[config.mk]
export PLATFORM = sky130hd
export DESIGN_NAME = seg7_scan_driver
export DESIGN_NICKNAME = d
export VERILOG_FILES = /design/src/rtl/seg7_pkg.sv /design/src/rtl/seg7_hex_decode.sv /design/src/rtl/seg7_scan_driver.sv
export SDC_FILE = /design/constraint.sdc
export NUM_CORES = 1
export LEC_CHECK = 0
export ABC_AREA = 1
export ABC_CLOCK_PERIOD_IN_PS = 3350
export BUFFER_PORTS_ARGS = -buffer_cell sky130_fd_sc_hd__buf_2
export CAP_MARGIN = 20
export CORE_MARGIN = 2
export CORE_UTILIZATION = 61
export CTS_CLUSTER_SIZE = 16
export DETAILED_ROUTE_END_ITERATION = 12
export GPL_ROUTABILITY_DRIVEN = 0
export PLACE_DENSITY_LB_ADDON = 0.25
export SYNTH_ARGS = -nofsm -noshare
export SYNTH_HDL_FRONTEND = slang
export SYNTH_SLANG_ARGS = --single-unit
[constraint.sdc]
create_clock -name clk -period 3.35 [get_ports clk]
set_input_delay 0.67 -clock clk [delete_from_list [all_inputs] [get_ports clk]]
set_output_delay 0.67 -clock clk [all_outputs]
set_load 0.03 [all_outputs]
[src/rtl/seg7_pkg.sv]
// Shared constants for the 7-segment scan driver: active-low segment
// patterns {g,f,e,d,c,b,a} and the scan state encoding.
package seg7_pkg;

  typedef enum logic {
    ST_GAP = 1'b0,
    ST_ON  = 1'b1
  } state_e;

  localparam logic [6:0] SEG_0   = 7'b1000000;
  localparam logic [6:0] SEG_1   = 7'b1111001;
  localparam logic [6:0] SEG_2   = 7'b0100100;
  localparam logic [6:0] SEG_3   = 7'b0110000;
  localparam logic [6:0] SEG_4   = 7'b0011001;
  localparam logic [6:0] SEG_5   = 7'b0010010;
  localparam logic [6:0] SEG_6   = 7'b0000010;
  localparam logic [6:0] SEG_7   = 7'b1111000;
  localparam logic [6:0] SEG_8   = 7'b0000000;
  localparam logic [6:0] SEG_9   = 7'b0010000;
  localparam logic [6:0] SEG_A   = 7'b0001000;
  localparam logic [6:0] SEG_B   = 7'b0000011;
  localparam logic [6:0] SEG_C   = 7'b1000110;
  localparam logic [6:0] SEG_D   = 7'b0100001;
  localparam logic [6:0] SEG_E   = 7'b0000110;
  localparam logic [6:0] SEG_F   = 7'b0001110;
  localparam logic [6:0] SEG_OFF = 7'h7F;

endpackage

[src/rtl/seg7_hex_decode.sv]
// Combinational hex nibble to active-low 7-segment pattern decoder.
module seg7_hex_decode
  import seg7_pkg::*;
(
  input  logic [3:0] nib,
  output logic [6:0] seg
);

  // Nibble to segment lookup.
  always_comb begin
    seg = SEG_OFF;
    case (nib)
      4'h0:    seg = SEG_0;
      4'h1:    seg = SEG_1;
      4'h2:    seg = SEG_2;
      4'h3:    seg = SEG_3;
      4'h4:    seg = SEG_4;
      4'h5:    seg = SEG_5;
      4'h6:    seg = SEG_6;
      4'h7:    seg = SEG_7;
      4'h8:    seg = SEG_8;
      4'h9:    seg = SEG_9;
      4'hA:    seg = SEG_A;
      4'hB:    seg = SEG_B;
      4'hC:    seg = SEG_C;
      4'hD:    seg = SEG_D;
      4'hE:    seg = SEG_E;
      4'hF:    seg = SEG_F;
      default: seg = SEG_OFF;
    endcase
  end

endmodule

[src/rtl/seg7_scan_driver.sv]
// Time-multiplexed common-anode 7-segment driver: one digit per my_clk rise,
// all-off gap before each digit, display value snapshotted at each digit-0 entry.
module seg7_scan_driver
  import seg7_pkg::*;
#(
  parameter int NUM_DIGITS = 4,
  parameter int GAP_CYCLES = 8
) (
  input  logic                    clk,
  input  logic                    rst,
  input  logic                    my_clk,
  input  logic [4*NUM_DIGITS-1:0] value,
  input  logic [NUM_DIGITS-1:0]   dp,
  input  logic [NUM_DIGITS-1:0]   blank,
  output logic [NUM_DIGITS-1:0]   an,
  output logic [6:0]              seg,
  output logic                    dp_n,
  output logic [2:0]              digit_idx
);

  localparam logic [2:0]            LAST_IDX = 3'(NUM_DIGITS - 1);
  localparam logic [7:0]            GAP_LAST = 8'(GAP_CYCLES - 1);
  localparam logic [NUM_DIGITS-1:0] AN_OFF   = {NUM_DIGITS{1'b1}};
  localparam logic [NUM_DIGITS-1:0] AN_BIT0  = {{(NUM_DIGITS-1){1'b0}}, 1'b1};

  logic [2:0]              sync_q, sync_d;
  state_e                  state_q, state_d;
  logic [7:0]              gap_cnt_q, gap_cnt_d;
  logic [2:0]              idx_q, idx_d;
  logic [4*NUM_DIGITS-1:0] snap_value_q, snap_value_d;
  logic [NUM_DIGITS-1:0]   snap_dp_q, snap_dp_d;
  logic [NUM_DIGITS-1:0]   snap_blank_q, snap_blank_d;
  logic [NUM_DIGITS-1:0]   an_q, an_d;
  logic [6:0]              seg_q, seg_d;
  logic                    dp_n_q, dp_n_d;

  logic                    tick_s;
  logic [4*NUM_DIGITS-1:0] value_shift_s;
  logic [NUM_DIGITS-1:0]   dp_shift_s;
  logic [NUM_DIGITS-1:0]   blank_shift_s;
  logic [3:0]              nib_s;
  logic [6:0]              dec_seg_s;
  logic                    lit_s;

  // sync_q[0] is the first capture flop; tick fires one cycle per my_clk rise.
  assign sync_d = {sync_q[1:0], my_clk};
  assign tick_s = sync_q[1] & ~sync_q[2];

  // Scan sequencing: gap countdown, digit advance and frame snapshot.
  always_comb begin
    state_d      = state_q;
    gap_cnt_d    = gap_cnt_q;
    idx_d        = idx_q;
    snap_value_d = snap_value_q;
    snap_dp_d    = snap_dp_q;
    snap_blank_d = snap_blank_q;
    case (state_q)
      ST_GAP: begin
        if (gap_cnt_q == GAP_LAST) begin
          state_d   = ST_ON;
          gap_cnt_d = 8'd0;
          if (idx_q == 3'd0) begin
            snap_value_d = value;
            snap_dp_d    = dp;
            snap_blank_d = blank;
          end else begin
            snap_value_d = snap_value_q;
          end
        end else begin
          gap_cnt_d = gap_cnt_q + 8'd1;
        end
      end
      ST_ON: begin
        if (tick_s) begin
          state_d = ST_GAP;
          idx_d   = (idx_q == LAST_IDX) ? 3'd0 : idx_q + 3'd1;
        end else begin
          state_d = ST_ON;
        end
      end
      default: begin
        state_d   = ST_GAP;
        gap_cnt_d = 8'd0;
      end
    endcase
  end

  // Outputs follow the next state so they change on the same edge as it.
  always_comb begin
    value_shift_s = snap_value_d >> {idx_d, 2'b00};
    dp_shift_s    = snap_dp_d >> idx_d;
    blank_shift_s = snap_blank_d >> idx_d;
    nib_s         = value_shift_s[3:0];
    lit_s         = (state_d == ST_ON) && !blank_shift_s[0];
    if (lit_s) begin
      an_d   = ~(AN_BIT0 << idx_d);
      seg_d  = dec_seg_s;
      dp_n_d = ~dp_shift_s[0];
    end else begin
      an_d   = AN_OFF;
      seg_d  = SEG_OFF;
      dp_n_d = 1'b1;
    end
  end

  seg7_hex_decode u_hex_decode (
    .nib (nib_s),
    .seg (dec_seg_s)
  );

  // State and output registers.
  always_ff @(posedge clk or posedge rst) begin
    if (rst) begin
      sync_q       <= 3'b000;
      state_q      <= ST_GAP;
      gap_cnt_q    <= 8'd0;
      idx_q        <= 3'd0;
      snap_value_q <= '0;
      snap_dp_q    <= '0;
      snap_blank_q <= '0;
      an_q         <= AN_OFF;
      seg_q        <= SEG_OFF;
      dp_n_q       <= 1'b1;
    end else begin
      sync_q       <= sync_d;
      state_q      <= state_d;
      gap_cnt_q    <= gap_cnt_d;
      idx_q        <= idx_d;
      snap_value_q <= snap_value_d;
      snap_dp_q    <= snap_dp_d;
      snap_blank_q <= snap_blank_d;
      an_q         <= an_d;
      seg_q        <= seg_d;
      dp_n_q       <= dp_n_d;
    end
  end

  assign an        = an_q;
  assign seg       = seg_q;
  assign dp_n      = dp_n_q;
  assign digit_idx = idx_q;

endmodule

==> results of run 1 <==
worst register-to-register path, stage by stage (launching register included):
cell,delay [ps]
dfrtp_1,380
ha_1,170
nand3_1,120
nor2_4,360
nand3_4,330
nand2_1,190
nand3_1,90
nand2_1,80
inv_1,30
nand2_1,160
inv_1,110
ha_1,300
inv_1,50
nand2_1,60
nand3_1,110
nand3_2,70
flip-flops by register name, indices dropped and copies added, names as in the netlist, 3 cells and up:
register      flops
gap_cnt_q         8
digit_idx         3
sync_q            3
snap_value_q     16
snap_blank_q      4
an                4
snap_dp_q         4
seg               7
path summary, 6_finish.rpt:
kind	slack, ps	cells after the start	startpoint	endpoint
worst max-delay path	650	15	gap_cnt_q[0]	seg[3]
worst min-delay path	240	2	rst	gap_cnt_q[4]
worst max register to register	650	15	gap_cnt_q[0]	seg[3]
worst min register to register	360	0	sync_q[0]	sync_q[1]
max in group asynchronous	2580	3	rst	an[0]
min in group clk	360	0	sync_q[0]	sync_q[1]
stage by stage:
stage	utilization	hold WS, ps	cells	power (mW)	cell area [sq um]
6_report	0.727	239	454	3.36	3190
5_1_grt	0.727	258	454	3.70	3190
4_1_cts	0.723	361	453	3.36	3170
3_5_place_dp	0.692	340	445	2.84	3030
3_3_place_gp	0.692	337	445	2.76	3030
2_1_floorplan	-	331	358	2.48	2810
power breakdown:
| part | switching, mW | leakage [nW] | internal [mW] |
|---|---|---|---|
| clock network | 0.209 | 0.0644 | 0.298 |
| logic | 1.26 | 1.08 | 0.601 |
| registers | 0.119 | 0.595 | 0.878 |
kinds of logic (layout without fill, tap and decap cells):
logic type	Yosys count	count (layout)	synth area share
compound gates	17	17	0.0370
simple gates	214	214	0.360
flops	51	51	0.459
fa+ha+maj	9	9	0.0401
xor+xnor	2	2	0.00623
buf+inv	65	109	0.0975
synth_stat cells, drive strengths merged:
cell type	count	area (sq um)
o211ai	4	35.0
a21oi	1	5.00
dfstp	12	315
buf	7	55.1
inv	57	214
and2	4	25.0
nand4	9	62.6
nor2	25	134
nand3b	1	7.51
nand2	123	479
nor3	3	15.0
dfrtp	39	976
o21ai	11	55.1
a22o	1	8.76
ha	9	113
nand3	49	288
xor2	1	8.76
xnor2	1	8.76
clkinv	1	5.00
layout make-up:
type,count,share of cell area
tap,52,0.0204
multi-input combinational,242,0.390
sequential,51,0.405
inverter,58,0.0687
timing repair buffer,43,0.0730
clock buffer,5,0.0216
clock inverter,3,0.0212
layer usage:
| metal | GRT usage | part of all wire | up-vias |
|---|---|---|---|
| li1 | - | - | 1202 |
| met1 | 0.331 | 0.42 | 1119 |
| met2 | 0.419 | 0.50 | 80 |
| met3 | 0.0563 | 0.063 | 8 |
| met4 | 0.109 | 0.013 | 0 |
| met5 | 0 | 0 | - |
==> implementation parameters, run 1 <==
Parameter                              Value

Worst setup path
  Kind of cell with the highest combined delay on the critical path ... simple AND/OR/NAND/NOR gates
  Critical-path top delay cell ... dfrtp_1
  Setup crit end kind ... flop
  Element type at the critical path start ... flop
  Critical path type ... reg2reg
  Critical path cell sequence ... ha_1 -> nand3_1 -> nor2_4 -> nand3_4 -> nand2_1 -> nand3_1 -> nand2_1 -> inv_1 -> nand2_1 -> inv_1 -> ha_1 -> inv_1 -> nand2_1 -> nand3_1 -> nand3_2
  Max Fanout on Critical Path ... 27
  Cell seen most often among critical-path stages ... nand2_1
  Stage delay of the slowest cell on the critical path ... 380 ps
  Signal arrival time at the worst endpoint ... 2930 ps
  Worst Path Buf+Inv ... 3
  Data required time of the worst path ... about 3600 ps

Timing
  Remaining max-slew budget at the tightest pin ... 0.634
  Summed negative setup slack over all endpoints ... 0 ps
  Upper clock frequency limit ... 0.371 GHz
  Finish-stage setup viols ... 0
  Share of the clock period used by the worst path after layout ... 0.805
  Worst setup skew after layout ... 8.08 ps
  Post-route minimum period ... 2700 ps
  Setup repair after global routing missed its margin ... no
  Max Transition Viols Final ... 0
  PnR worst setup slack ... 652 ps
  Final hold viol count ... 0
  Slew @ Worst Pin ... 549 ps

Global routing
  Grt total ovfl ... 0
  Total track usage ... 0.257
  Antenna violations before repair ... 0
  Number of global-route vias before repair ... approximately 2400
  Maximum number of pins on one net before global-route repair ... 52
  Wire length of the first global-routing pass ... 10.4 mm

Clock tree
  Clock buffer count from CTS ... 5
  Clock latency at the later pin of the worst-skew pair ... around 310 ps
  Clk Tree Root Cell ... clkbuf_8
  Clock-pin transition on the worst setup and hold timing paths ... 100 ps
  Count of hold-fix buffers inserted at cts ... 0
  Maximum buffer depth of the clock tree ... 2
  CTS Sinks ... 51
  Post CTS Setup Buffer Count ... 0
  Quantity of gates resized following cts ... 0
  CTS tree ... built
  CTS H-Tree Depth ... 2

Synth
  Post-Synthesis Net Count ... between 300 and 400
  Gate count after technology mapping ... roughly 360
  Flop and latch count out of synthesis ... 51
  YS warnings ... 0
  Mean instance size in the synthesized netlist ... around 8 sq um
  Cell variety after synth ... 30
  Cell Area, Synth ... 2810 sq um
  Sequential-to-total area share from yosys stat ... 0.459

Drt
  Detailed-router iteration count before antenna repair ... 4
  Total wirelength of the detailed-routed design ... 5.80 mm
  Antenna viol nets, final ... 0
  Routed via count divided by cell count ... around 5.3
  Overall via count from detail_route ... about 2400
  DRC violation total after the first TritonRoute iteration ... between 150 and 200
  DRC violations left ... 0
  Routed length per placed instance ... 12.8 microns

Placement
  DP HPWL ... 4.22 mm
  Post-placement worst setup slack ... 701 ps
  Port Buffer Count ... 41

Finish
  Most used cells in the layout excluding fill and tap cells ... nand2_1 (116), inv_1 (51), nand3_1 (42), buf_2 (41), dfrtp_1 (39)
  Total area of multi-input combinational cells ... 1240 sq um
  Number of fill cells in the layout ... 331
  Most common cell after layout, fill and taps aside ... nand2_1
  Layout Nets ... 437
  Growth of design area from synthesis to finish ... 13.5%
  Antenna diodes ... 0
  Fraction of final layout cells with drive strength greater than 1 ... 0.234
  Sequential standard cell area ... 1290 sq um

Floorplan
  Rows ... 24
  Floorplan die height ... 71.9 microns
  Initial cell density of the core ... 0.641
  Area of the core ... between 4000 and 5000 sq um
  Die Outline Area ... 5170 sq um
  Number of primary I/O pins ... 42
  Die extent in x ... about 72 microns

Run status
  Outcome ... complete, no violations

Power
  Cell Pwr Density ... about 1100 nW/um^2
  Worst ir drop on vdd ... 597 uV
  Static power due to leakage ... ~1.7 nW

Worst hold path
  Worst hold path class ... in2async

Job
  Max-cap violation count ... 0
Power figures use the tool's default switching activity.
==> inputs of run 2 (changes only) <==
--- a/config.mk
+++ b/config.mk
@@ -6,11 +6,11 @@
 export NUM_CORES = 1
 export LEC_CHECK = 0
 export ABC_AREA = 1
-export ABC_CLOCK_PERIOD_IN_PS = 3350
+export ABC_CLOCK_PERIOD_IN_PS = 2600
 export BUFFER_PORTS_ARGS = -buffer_cell sky130_fd_sc_hd__buf_2
 export CAP_MARGIN = 20
 export CORE_MARGIN = 2
-export CORE_UTILIZATION = 61
+export CORE_UTILIZATION = 57
 export CTS_CLUSTER_SIZE = 16
 export DETAILED_ROUTE_END_ITERATION = 12
 export GPL_ROUTABILITY_DRIVEN = 0
==> constraint.sdc (replaced) <==
create_clock -name clk -period 2.6 [get_ports clk]
set_input_delay 0.52 -clock clk [delete_from_list [all_inputs] [get_ports clk]]
set_output_delay 0.52 -clock clk [all_outputs]
set_load 0.03 [all_outputs]
==> run 2 against run 1 <==
  * Die area up 6.6%
  * Combinational power up 35%
  * Total power up 28%
  * Worst hold slack better by 21 ps
  * Critical path type unchanged
  * Highest routed layer unchanged
==> implementation parameters, run 2 (same netlist as run 1, synthesis figures left out) <==
Parameter                              Value

Timing
  Finish-stage setup viols ... 0 (unchanged)
  Post-Route Hold Slack ... 260 ps (was 239 ps)
  Worst setup skew after layout ... 5.85 ps (was 8.08 ps)
  Slew @ Worst Pin ... 551 ps (was 549 ps)
  Share of the clock period used by the worst path after layout ... 0.918 (was 0.805)
  Post-route minimum period ... 2390 ps (was 2700 ps)
  Final hold viol count ... 0 (unchanged)
  Summed negative setup slack over all endpoints ... 0 ps (unchanged)
  Max Transition Viols Final ... 0 (unchanged)
  Remaining max-slew budget at the tightest pin ... 0.632 (was 0.634)
  Upper clock frequency limit ... 0.419 GHz (was 0.371 GHz)

Floorplan
  Rows ... 25 (was 24)
  Floorplan die height ... 74.2 microns (was 71.9 microns)
  Number of primary I/O pins ... 42 (unchanged)
  Initial cell density of the core ... 0.595 (was 0.641)
  Die Outline Area ... 5510 sq um (was 5170 sq um)
  Die extent in x ... 74.2 microns (was 71.9 microns)
  Area of the core ... 4720 sq um (was 4380 sq um)

Job
  Max-cap violation count ... 0 (unchanged)

Finish
  Most used cells in the layout excluding fill and tap cells ... nand2_1 (114), inv_1 (51), nand3_1 (42), buf_2 (41), dfrtp_1 (39) (was nand2_1 (116), inv_1 (51), nand3_1 (42), buf_2 (41), dfrtp_1 (39))
  Final standard cell utilization of the core ... 0.693 (was 0.727)
  Growth of design area from synthesis to finish ... 16.4% (was 13.5%)
  Layout Nets ... 448 (was 437)
  Number of fill cells in the layout ... 392 (was 331)
  Sequential standard cell area ... 1290 sq um (unchanged)
  Most common cell after layout, fill and taps aside ... nand2_1 (unchanged)
  Antenna diodes ... 0 (unchanged)
  Number of standard cells in the final layout excluding fillers ... 480 (was 454)
  Top reg by flops ... snap_value_q (unchanged)
  Fraction of final layout cells with drive strength greater than 1 ... 0.259 (was 0.234)
  Total area of multi-input combinational cells ... 1260 sq um (was 1240 sq um)
  Max FFs per register ... 16 (unchanged)

Clock tree
  Clock latency at the later pin of the worst-skew pair ... 300 ps (was 310 ps)
  CTS tree ... built (unchanged)
  Clock buffer count from CTS ... 5 (unchanged)
  CTS Sinks ... 51 (unchanged)
  Clk Tree Root Cell ... clkbuf_8 (unchanged)
  Count of hold-fix buffers inserted at cts ... 0 (unchanged)
  Maximum buffer depth of the clock tree ... 2 (unchanged)
  Clock-pin transition on the worst setup and hold timing paths ... 90 ps (was 100 ps)
  CTS H-Tree Depth ... 2 (unchanged)

Worst setup path
  Cell count of the worst reg-to-reg path ... 16 (was 15)
  Worst Path Buf+Inv ... 5 (was 3)
  Max Fanout on Critical Path ... 14 (was 27)
  Setup crit end kind ... flop (unchanged)
  Kind of cell with the highest combined delay on the critical path ... simple AND/OR/NAND/NOR gates (unchanged)
  Data required time of the worst path ... 2830 ps (was 3580 ps)
  Critical path type ... reg2reg (unchanged)
  FF-to-FF setup slack ... 210 ps (was 650 ps)
  Critical path cell sequence ... inv_1 -> ha_2 -> nand2_2 -> clkinv_4 -> nand3_4 -> nand2_1 -> nand3_1 -> nand2_1 -> inv_1 -> nand2_2 -> inv_1 -> ha_1 -> inv_1 -> nand2_1 -> nand3_1 -> nand3_2 (was ha_1 -> nand3_1 -> nor2_4 -> nand3_4 -> nand2_1 -> nand3_1 -> nand2_1 -> inv_1 -> nand2_1 -> inv_1 -> ha_1 -> inv_1 -> nand2_1 -> nand3_1 -> nand3_2)
  Critical-path top delay cell ... dfrtp_1 (unchanged)
  Cell seen most often among critical-path stages ... inv_1 (was nand2_1)
  Element type at the critical path start ... flop (unchanged)
  Signal arrival time at the worst endpoint ... 2620 ps (was 2930 ps)
  Stage delay of the slowest cell on the critical path ... 400 ps (was 380 ps)
  Source of the worst register-to-register timing path ... digit_idx[0] (was gap_cnt_q[0])
  Reg-to-reg endpoint ... seg[3] (unchanged)

Drt
  DRC violations left ... 0 (unchanged)
  Antenna viol nets, final ... 0 (unchanged)
  DRC violation total after the first TritonRoute iteration ... 199 (was 196)
  Detailed-router iteration count before antenna repair ... 5 (was 4)
  Overall via count from detail_route ... 2394 (was 2409)
  Routed length per placed instance ... 12.5 microns (was 12.8 microns)
  Routed via count divided by cell count ... 4.99 (was 5.31)
  Total wirelength of the detailed-routed design ... 5.98 mm (was 5.80 mm)

Power
  Total power of the final layout ... 4.29 mW (was 3.36 mW)
  Cell Pwr Density ... 1310 nW/um^2 (was 1050 nW/um^2)
  Worst ir drop on vdd ... 633 uV (was 597 uV)
  Static power due to leakage ... 1.78 nW (was 1.74 nW)

Run status
  Outcome ... complete, no violations (unchanged)

Worst hold path
  Worst hold path class ... in2async (unchanged)

Global routing
  Number of global-route vias before repair ... 2120 (was 2407)
  Total track usage ... 0.235 (was 0.257)
  Antenna violations before repair ... 0 (unchanged)
  Maximum number of pins on one net before global-route repair ... 28 (was 52)
  Grt total ovfl ... 0 (unchanged)
  Wire length of the first global-routing pass ... 9.80 mm (was 10.4 mm)

Placement
  Port Buffer Count ... 41 (unchanged)
  Placed cells ... 467 (was 445)
  DP HPWL ... 4.42 mm (was 4.22 mm)
run 2: what timing repair did:
item                                   CTS  global route
setup endpoints to repair                0            12
endpoints found under the hold margin    0             0
gates resized for setup                  0             6
setup buffers                            0             5
run 2: where the power goes:
part / total [mW] / internal, mW / switching (mW)
logic: 2.52 / 0.842 / 1.68
clock network: 0.490 / 0.243 / 0.247
registers: 1.28 / 1.13 / 0.151
run 2: layout make-up:
cell class | count | share of cell area
tap | 67 | 0.0256
sequential | 51 | 0.395
timing repair buffer | 54 | 0.0964
clock buffer | 8 | 0.0306
inverter | 58 | 0.0685
multi-input combinational | 242 | 0.384
run 2: worst register-to-register path, cell delays in order, from the launching register on:
cell      delay (ps)
dfrtp_1          400
inv_1            110
ha_2             250
nand2_2          140
clkinv_4         120
nand3_4          160
nand2_1          120
nand3_1           70
nand2_1           80
inv_1             40
nand2_2          110
inv_1            100
ha_1             310
inv_1             80
nand2_1           70
nand3_1          110
nand3_2           70
run 2: how the worst max path moves through the flow:
| stage | from | end | cells after the start |
|---|---|---|---|
| 4_1_cts | digit_idx[0] | seg[3] | 16 |
| 3_5_place_dp | digit_idx[0] | seg[3] | 16 |
| 5_1_grt | digit_idx[1] | seg[1] | 17 |
| 2_1_floorplan | digit_idx[0] | seg[3] | 17 |
| 6_report | digit_idx[0] | seg[3] | 16 |
| 3_3_place_gp | digit_idx[0] | seg[3] | 16 |
run 2: through the flow:
| step | cell area [sq um] | setup slack (ps) |
|---|---|---|
| after CTS | 3220 | 31.2 |
| after global routing | 3270 | -8.62 |
| after detailed placement | 3120 | 116 |
| after floorplan | 2810 | 151 |
| final | 3270 | 214 |
| after global placement | 3120 | 208 |
run 2: layer usage:
| layer | up-vias | wire, microns | track usage |
|---|---|---|---|
| met5 | - | 0 | 0 |
| met4 | 0 | 125 | 0.0754 |
| met3 | 13 | 315 | 0.0379 |
| met2 | 89 | 2770 | 0.368 |
| met1 | 1064 | 2770 | 0.337 |
| li1 | 1228 | - | - |
